$ cat src/rtl/gold_core_pkg.sv
// rtl/gold_core_pkg.sv - shared Gold core widths, fetch-entry type and buffer states
package gold_core_pkg;

  localparam int ADDR_W  = 9;
  localparam int INSTR_W = 32;

  localparam logic [0:INSTR_W-1] NOP_INSTR = 32'h0000_0013;

  // Carried from fetch into decode so every instruction keeps its own address.
  typedef struct packed {
    logic [0:ADDR_W-1]  pc;
    logic [0:INSTR_W-1] instr;
  } fetchEntry_t;

  typedef enum logic [1:0] {
    EMPTY = 2'd0,
    ONE   = 2'd1,
    FULL  = 2'd2
  } bufState_t;

endpackage

$ cat src/rtl/gold_ifetch_if.sv
// rtl/gold_ifetch_if.sv - fetch-stage bus: memory port, redirect input, decode handshake
interface gold_ifetch_if;
  import gold_core_pkg::*;

  logic                fetch_en;
  logic [0:ADDR_W-1]   imem_addr;
  logic [0:INSTR_W-1]  imem_data;
  logic                redirect_valid;
  logic [0:ADDR_W-1]   redirect_pc;
  logic                out_valid;
  logic                out_ready;
  logic [0:INSTR_W-1]  out_instr;
  logic [0:ADDR_W-1]   out_pc;
  logic [0:1]          buf_count;

  modport master (
    input  fetch_en, imem_data, redirect_valid, redirect_pc, out_ready,
    output imem_addr, out_valid, out_instr, out_pc, buf_count
  );

  modport slave (
    output fetch_en, imem_data, redirect_valid, redirect_pc, out_ready,
    input  imem_addr, out_valid, out_instr, out_pc, buf_count
  );

endinterface

$ cat src/rtl/gold_ibuf.sv
// rtl/gold_ibuf.sv - two-entry instruction buffer with flush and sticky head
module gold_ibuf
  import gold_core_pkg::*;
(
  input  logic        clk,
  input  logic        reset_n,
  input  logic        push,
  input  fetchEntry_t pushEntry,
  input  logic        pop,
  input  logic        flush,
  output logic [0:1]  count,
  output fetchEntry_t head
);

  fetchEntry_t slots [2];
  fetchEntry_t lastHead;
  logic        rdPtr;
  logic        wrPtr;
  logic        doPop;
  logic        doPush;
  bufState_t   state;
  bufState_t   nextState;

  assign doPop  = pop & (state != EMPTY);
  assign doPush = push & ~flush & ((state != FULL) | doPop);

  always_ff @(posedge clk or negedge reset_n) begin
    if (!reset_n) begin
      state    <= EMPTY;
      rdPtr    <= 1'b0;
      wrPtr    <= 1'b0;
      lastHead <= '0;
      for (int i = 0; i < 2; i++) slots[i] <= '0;
    end else begin
      state <= nextState;
      if (flush) begin
        rdPtr <= 1'b0;
        wrPtr <= 1'b0;
      end else begin
        if (doPop) rdPtr <= ~rdPtr;
        if (doPush) begin
          slots[wrPtr] <= pushEntry;
          wrPtr        <= ~wrPtr;
        end
      end
      // Remember what decode last saw so the outputs hold once the buffer empties.
      if (state != EMPTY) lastHead <= slots[rdPtr];
    end
  end

  always_comb begin
    nextState = state;
    if (flush) begin
      nextState = EMPTY;
    end else begin
      case (state)
        EMPTY:   if (doPush) nextState = ONE;
        ONE:     if (doPush && !doPop) nextState = FULL;
                 else if (!doPush && doPop) nextState = EMPTY;
        FULL:    if (!doPush && doPop) nextState = ONE;
        default: nextState = EMPTY;
      endcase
    end
  end

  assign count = state;
  assign head  = (state != EMPTY) ? slots[rdPtr] : lastHead;

endmodule

$ cat src/rtl/gold_ifetch.sv
// rtl/gold_ifetch.sv - Gold fetch stage: PC, redirect and fetch/pop control around gold_ibuf
module gold_ifetch
  import gold_core_pkg::*;
#(
  parameter logic [0:ADDR_W-1] RESET_PC = '0,
  parameter int                DEPTH    = 2
) (
  input  logic          clk,
  input  logic          reset_n,
  gold_ifetch_if.master bus
);

  localparam logic [0:1] FULL_COUNT = 2'(DEPTH);

  logic [0:ADDR_W-1] pc;
  logic [0:1]        bufCount;
  logic              outValid;
  logic              pop;
  logic              fetch;
  fetchEntry_t       pushEntry;
  fetchEntry_t       head;

  assign outValid = (bufCount != 2'd0);
  // A redirect voids any pop and fetch in the same cycle.
  assign pop   = outValid & bus.out_ready & ~bus.redirect_valid;
  assign fetch = bus.fetch_en & ~bus.redirect_valid & ((bufCount != FULL_COUNT) | pop);

  assign pushEntry = '{pc: pc, instr: bus.imem_data};

  always_ff @(posedge clk or negedge reset_n) begin
    if (!reset_n) begin
      pc <= RESET_PC;
    end else if (bus.redirect_valid) begin
      pc <= bus.redirect_pc;
    end else if (fetch) begin
      pc <= pc + ADDR_W'(1);
    end
  end

  gold_ibuf u_ibuf (
    .clk       (clk),
    .reset_n   (reset_n),
    .push      (fetch),
    .pushEntry (pushEntry),
    .pop       (pop),
    .flush     (bus.redirect_valid),
    .count     (bufCount),
    .head      (head)
  );

  assign bus.imem_addr = pc;
  assign bus.out_valid = outValid;
  assign bus.out_instr = head.instr;
  assign bus.out_pc    = head.pc;
  assign bus.buf_count = bufCount;

endmodule

$ cat src/flat_wrapper.sv
// flat-port wrapper written by rule: the top's interface ports become plain ports
module gold_ifetch_flat import gold_core_pkg::*;
#(
  parameter logic [0:ADDR_W-1] RESET_PC = '0,
  parameter int                DEPTH    = 2
)
  (clk, reset_n, bus_fetch_en, bus_imem_data, bus_redirect_valid, bus_redirect_pc, bus_out_ready, bus_imem_addr, bus_out_valid, bus_out_instr, bus_out_pc, bus_buf_count);
  gold_ifetch_if bus_i ();
  input  logic clk;
  input  logic reset_n;
  input wire logic [$bits(bus_i.fetch_en)-1:0] bus_fetch_en;
  input wire logic [$bits(bus_i.imem_data)-1:0] bus_imem_data;
  input wire logic [$bits(bus_i.redirect_valid)-1:0] bus_redirect_valid;
  input wire logic [$bits(bus_i.redirect_pc)-1:0] bus_redirect_pc;
  input wire logic [$bits(bus_i.out_ready)-1:0] bus_out_ready;
  output wire logic [$bits(bus_i.imem_addr)-1:0] bus_imem_addr;
  output wire logic [$bits(bus_i.out_valid)-1:0] bus_out_valid;
  output wire logic [$bits(bus_i.out_instr)-1:0] bus_out_instr;
  output wire logic [$bits(bus_i.out_pc)-1:0] bus_out_pc;
  output wire logic [$bits(bus_i.buf_count)-1:0] bus_buf_count;
  assign bus_i.fetch_en = bus_fetch_en;
  assign bus_i.imem_data = bus_imem_data;
  assign bus_i.redirect_valid = bus_redirect_valid;
  assign bus_i.redirect_pc = bus_redirect_pc;
  assign bus_i.out_ready = bus_out_ready;
  assign bus_imem_addr = bus_i.imem_addr;
  assign bus_out_valid = bus_i.out_valid;
  assign bus_out_instr = bus_i.out_instr;
  assign bus_out_pc = bus_i.out_pc;
  assign bus_buf_count = bus_i.buf_count;
  gold_ifetch #(.RESET_PC(RESET_PC), .DEPTH(DEPTH)) u_core (.clk(clk), .reset_n(reset_n), .bus(bus_i));
endmodule
$ cat config.mk
export PLATFORM = sky130hd
export DESIGN_NAME = gold_ifetch_flat
export DESIGN_NICKNAME = d
export VERILOG_FILES = /design/src/rtl/gold_core_pkg.sv /design/src/rtl/gold_ifetch_if.sv /design/src/rtl/gold_ibuf.sv /design/src/rtl/gold_ifetch.sv /design/src/flat_wrapper.sv
export SDC_FILE = /design/constraint.sdc
export NUM_CORES = 1
export LEC_CHECK = 0
export ABC_AREA = 1
export BUFFER_PORTS_ARGS = -buffer_cell sky130_fd_sc_hd__buf_2
export CAP_MARGIN = 30
export CORE_ASPECT_RATIO = 1.5
export CORE_UTILIZATION = 40
export CTS_BUF_LIST = sky130_fd_sc_hd__clkbuf_2 sky130_fd_sc_hd__clkbuf_4 sky130_fd_sc_hd__clkbuf_8
export DETAILED_ROUTE_END_ITERATION = 7
export GPL_TIMING_DRIVEN = 0
export SLEW_MARGIN = 20
export SYNTH_ARGS = -nofsm -noshare
export SYNTH_HDL_FRONTEND = slang
export SYNTH_SLANG_ARGS = --single-unit
$ cat constraint.sdc
create_clock -name clk -period 2.2 [get_ports clk]
set_input_delay 0.33 -clock clk [delete_from_list [all_inputs] [get_ports clk]]
set_output_delay 0.33 -clock clk [all_outputs]
set_load 0.02 [all_outputs]
==> flow_metrics.tcl <==
set metrics [dict create \
    final_layout_size_suffix_gt1_frac 0.366 \
    vias_per_cell 4.91 \
    grt_pass1_wl_mm 24.6 \
    yosys_warnings 0 \
    fmax_mhz 479 \
    slowest_delay_ps 450 \
    leakagePower_uw 0.00375 \
    routedWlPerCell_um 15.1 \
    crit_path_start "u_core.u_ibuf.count[1]" \
    clockRootBuffer "clkbuf_8" \
    synth_ff_type "dfrtp_1" \
    syn2layout_area_growth_pct 25.1 \
    drc 0 \
    synthCells 647 \
    path_cells "nor2_4 -> buf_12 -> buf_6 -> a21oi_1 -> a21oi_1 -> buf_2" \
    cp.required_ps 1870 \
    hpwl_mm 9.95 \
    die_w_um 102 \
    cts_tree "yes" \
    timing.critical_path.mode_cell "a21oi_1" \
    vias 4811 \
    r2r_cells 9 \
    synth_nets 694 \
    io_pins 99 \
    grt_max_degree 77 \
    cp_top_family "buffers and inverters" \
    synth_area_per_cell_um2 9.32 \
    synth.most_common_cell "dfrtp_1" \
    maxCapViolations 0 \
    status "finished, final reports clean" \
    fin_crit_ps 2090 \
    worstSkewPairLatency_ps 440 \
    r2r_slack_ps 590 \
    grt_overflow 0 \
    crit_path_max_fanout 10 \
    cellPowerDensity_nw_per_um2 1430 \
    p_total_uw 10800 \
    r2r-end "u_core.u_ibuf.slots[1]" \
    clock_sinks 136 \
    htreeDepth 4 \
    rr_startpoint "u_core.u_ibuf.count[1]" \
    fp.dieArea_um2 15600 \
    async_flop_share 1.00 \
    hold_start "bus_redirect_pc[6]" \
    finalWirelength_mm 14.8 \
    crit_type "flip-flop to output port" \
    cp.buffers_inverters 3 \
    design_area_um2 7540 \
    cp-end-kind "output port" \
    synthTopCellsByArea "dfrtp_1 56%, nand2_1 7.8%, a21oi_1 6.8%, o21ai_2 6.0%, nand2_2 3.9%" \
    fin_ws_ps 113 \
    skew_ps 9.87 \
    yosys_register_bits 136 \
    nets 818 \
    place_area_um2 6800 \
    path_depth 6 \
    gp_congestion 0.811 \
    finalHoldViolations 0 \
    track_usage 0.206 \
    worst_hold_path_type "input pin to flip-flop" \
    vdd_ir_drop_max_mv 0.678 \
    cts_made_buffers 17 \
    cts_buffer_depth 2 \
    clk_pin_slew_ps 80 \
    cp.arrival_ps 1760 \
    start_util 0.411 \
    first_pass_iters 5 \
    io_buffer_count 98 \
    synth_top_area_frac 0.565 \
    die_y_um 152 \
    finish.utilization 0.514 \
    crit_path_start_kind "flip-flop" \
    antenna_found_initial 0 \
    slew_violations 0 \
    grt_pass1_vias 4934 \
    cp-endpoint "bus_out_instr[3]" \
    period_share 0.949 \
    worst_pin_slew_ps 475 \
    fp-row-count 54 \
    relSlewSlack 0.683 \
    drt_iter0_drc 226 \
    yosysUniqueCellTypes 27 \
    yosys.area.top_type "dfrtp_1" \
    synth-edff-count 0 \
    slowest_stage "dfrtp_2" \
    fillerInstances 1427 \
    synth_commonest_cells "136 x dfrtp_1, 125 x nand2_1, 82 x a21oi_1" \
    netlist_area_um2 6030 \
    synth-seq-area-share 0.565 \
    ant_nets 0 \
    setup_viol 0 \
    antennaDiodeCount 0 \
    tns_ps 0 \
    place_ws_ps 136 \
    core_um2 14700 \
]
stage by stage:
step	instances	hold WS [ps]
2_1_floorplan	647	34.4
3_3_place_gp	941	466
3_5_place_dp	942	301
4_1_cts	977	84.3
5_1_grt	980	91.9
6_report	980	106
flip-flops by register name (all words and copies together) (netlist names):
register,count
u_core.u_ibuf.count,2
u_core.u_ibuf.wrPtr,1
u_core.u_ibuf.rdPtr,1
u_core.u_ibuf.slots,82
u_core.u_ibuf.lastHead,41
u_core.bus.imem_addr,9
kinds of logic after synthesis:
group                    count (synthesis)  share of synthesized area
AND/OR/NAND/NOR                        243                      0.180
flip-flops                             136                      0.565
buffers and inverters                   94                     0.0841
AO/OA/AOI/OAI                          173                      0.169
adder cells (fa/ha/maj)                  1                    0.00208
what timing repair did:
item / 4_1_cts / 5_1_grt
hold endpoints to repair: 60 / 0
setup endpoints to repair: 41 / 39
hold buffers: 1 / 0
gates resized for setup: 44 / 43
buffers inserted: 2 / 3
pin swaps: 1 / 0
worst min-delay path by stage:
stage / endpoint / slack (ps) / depth (start not counted)
2_1_floorplan: u_core.bus.imem_addr[0] / 30 / 0
3_3_place_gp: u_core.u_ibuf.slots[33] / 470 / 2
3_5_place_dp: u_core.bus.imem_addr[6] / 300 / 1
4_1_cts: u_core.bus.imem_addr[2] / 80 / 3
5_1_grt: u_core.bus.imem_addr[6] / 90 / 3
6_report: u_core.bus.imem_addr[2] / 110 / 3
cell type report:
class,instances,area [um2],share of cell area
Tap cell,196,245,0.0325
Buffer,35,373,0.0495
Timing Repair Buffer,105,648,0.0860
Inverter,59,233,0.0309
Multi-Input combinational cell,417,2210,0.293
Clock buffer,20,275,0.0365
Sequential cell,136,3410,0.452
Clock inverter,12,148,0.0196
cell usage in the layout (no fill, tap or decap), drive strengths merged:
cell and count:
o22ai 1, buf 132, a21oi 82, clkinv 8, clkbuf 27, dlygate4sd3 1
clkinvlp 2, ha 1, inv 58, nand4 2, nand2 166, dfrtp 136
or2 1, o21ai 90, nand3 25, bufinv 3, nor2 49
report_power, final:
group          switching, uW  internal, uW  leakage (uW)  total, uW
logic                   2950          1850       0.00188       4800
registers                415          3370       0.00166       3780
clock network            975          1210      0.000215       2180
tightest hold or removal path: cells and delay by family:
family,cells,cell delay (ps)
and+or+nand+nor,2,100
buffers and inverters,1,70
per-layer routing:
metal	wire length (um)	track usage	up-vias
met1	6270	0.255	2351
met2	7780	0.352	113
met5	0	0	-
met4	147	0.0633	0
met3	626	0.0468	9
li1	-	-	2338
No activity file was read; power rests on OpenSTA's default activity.
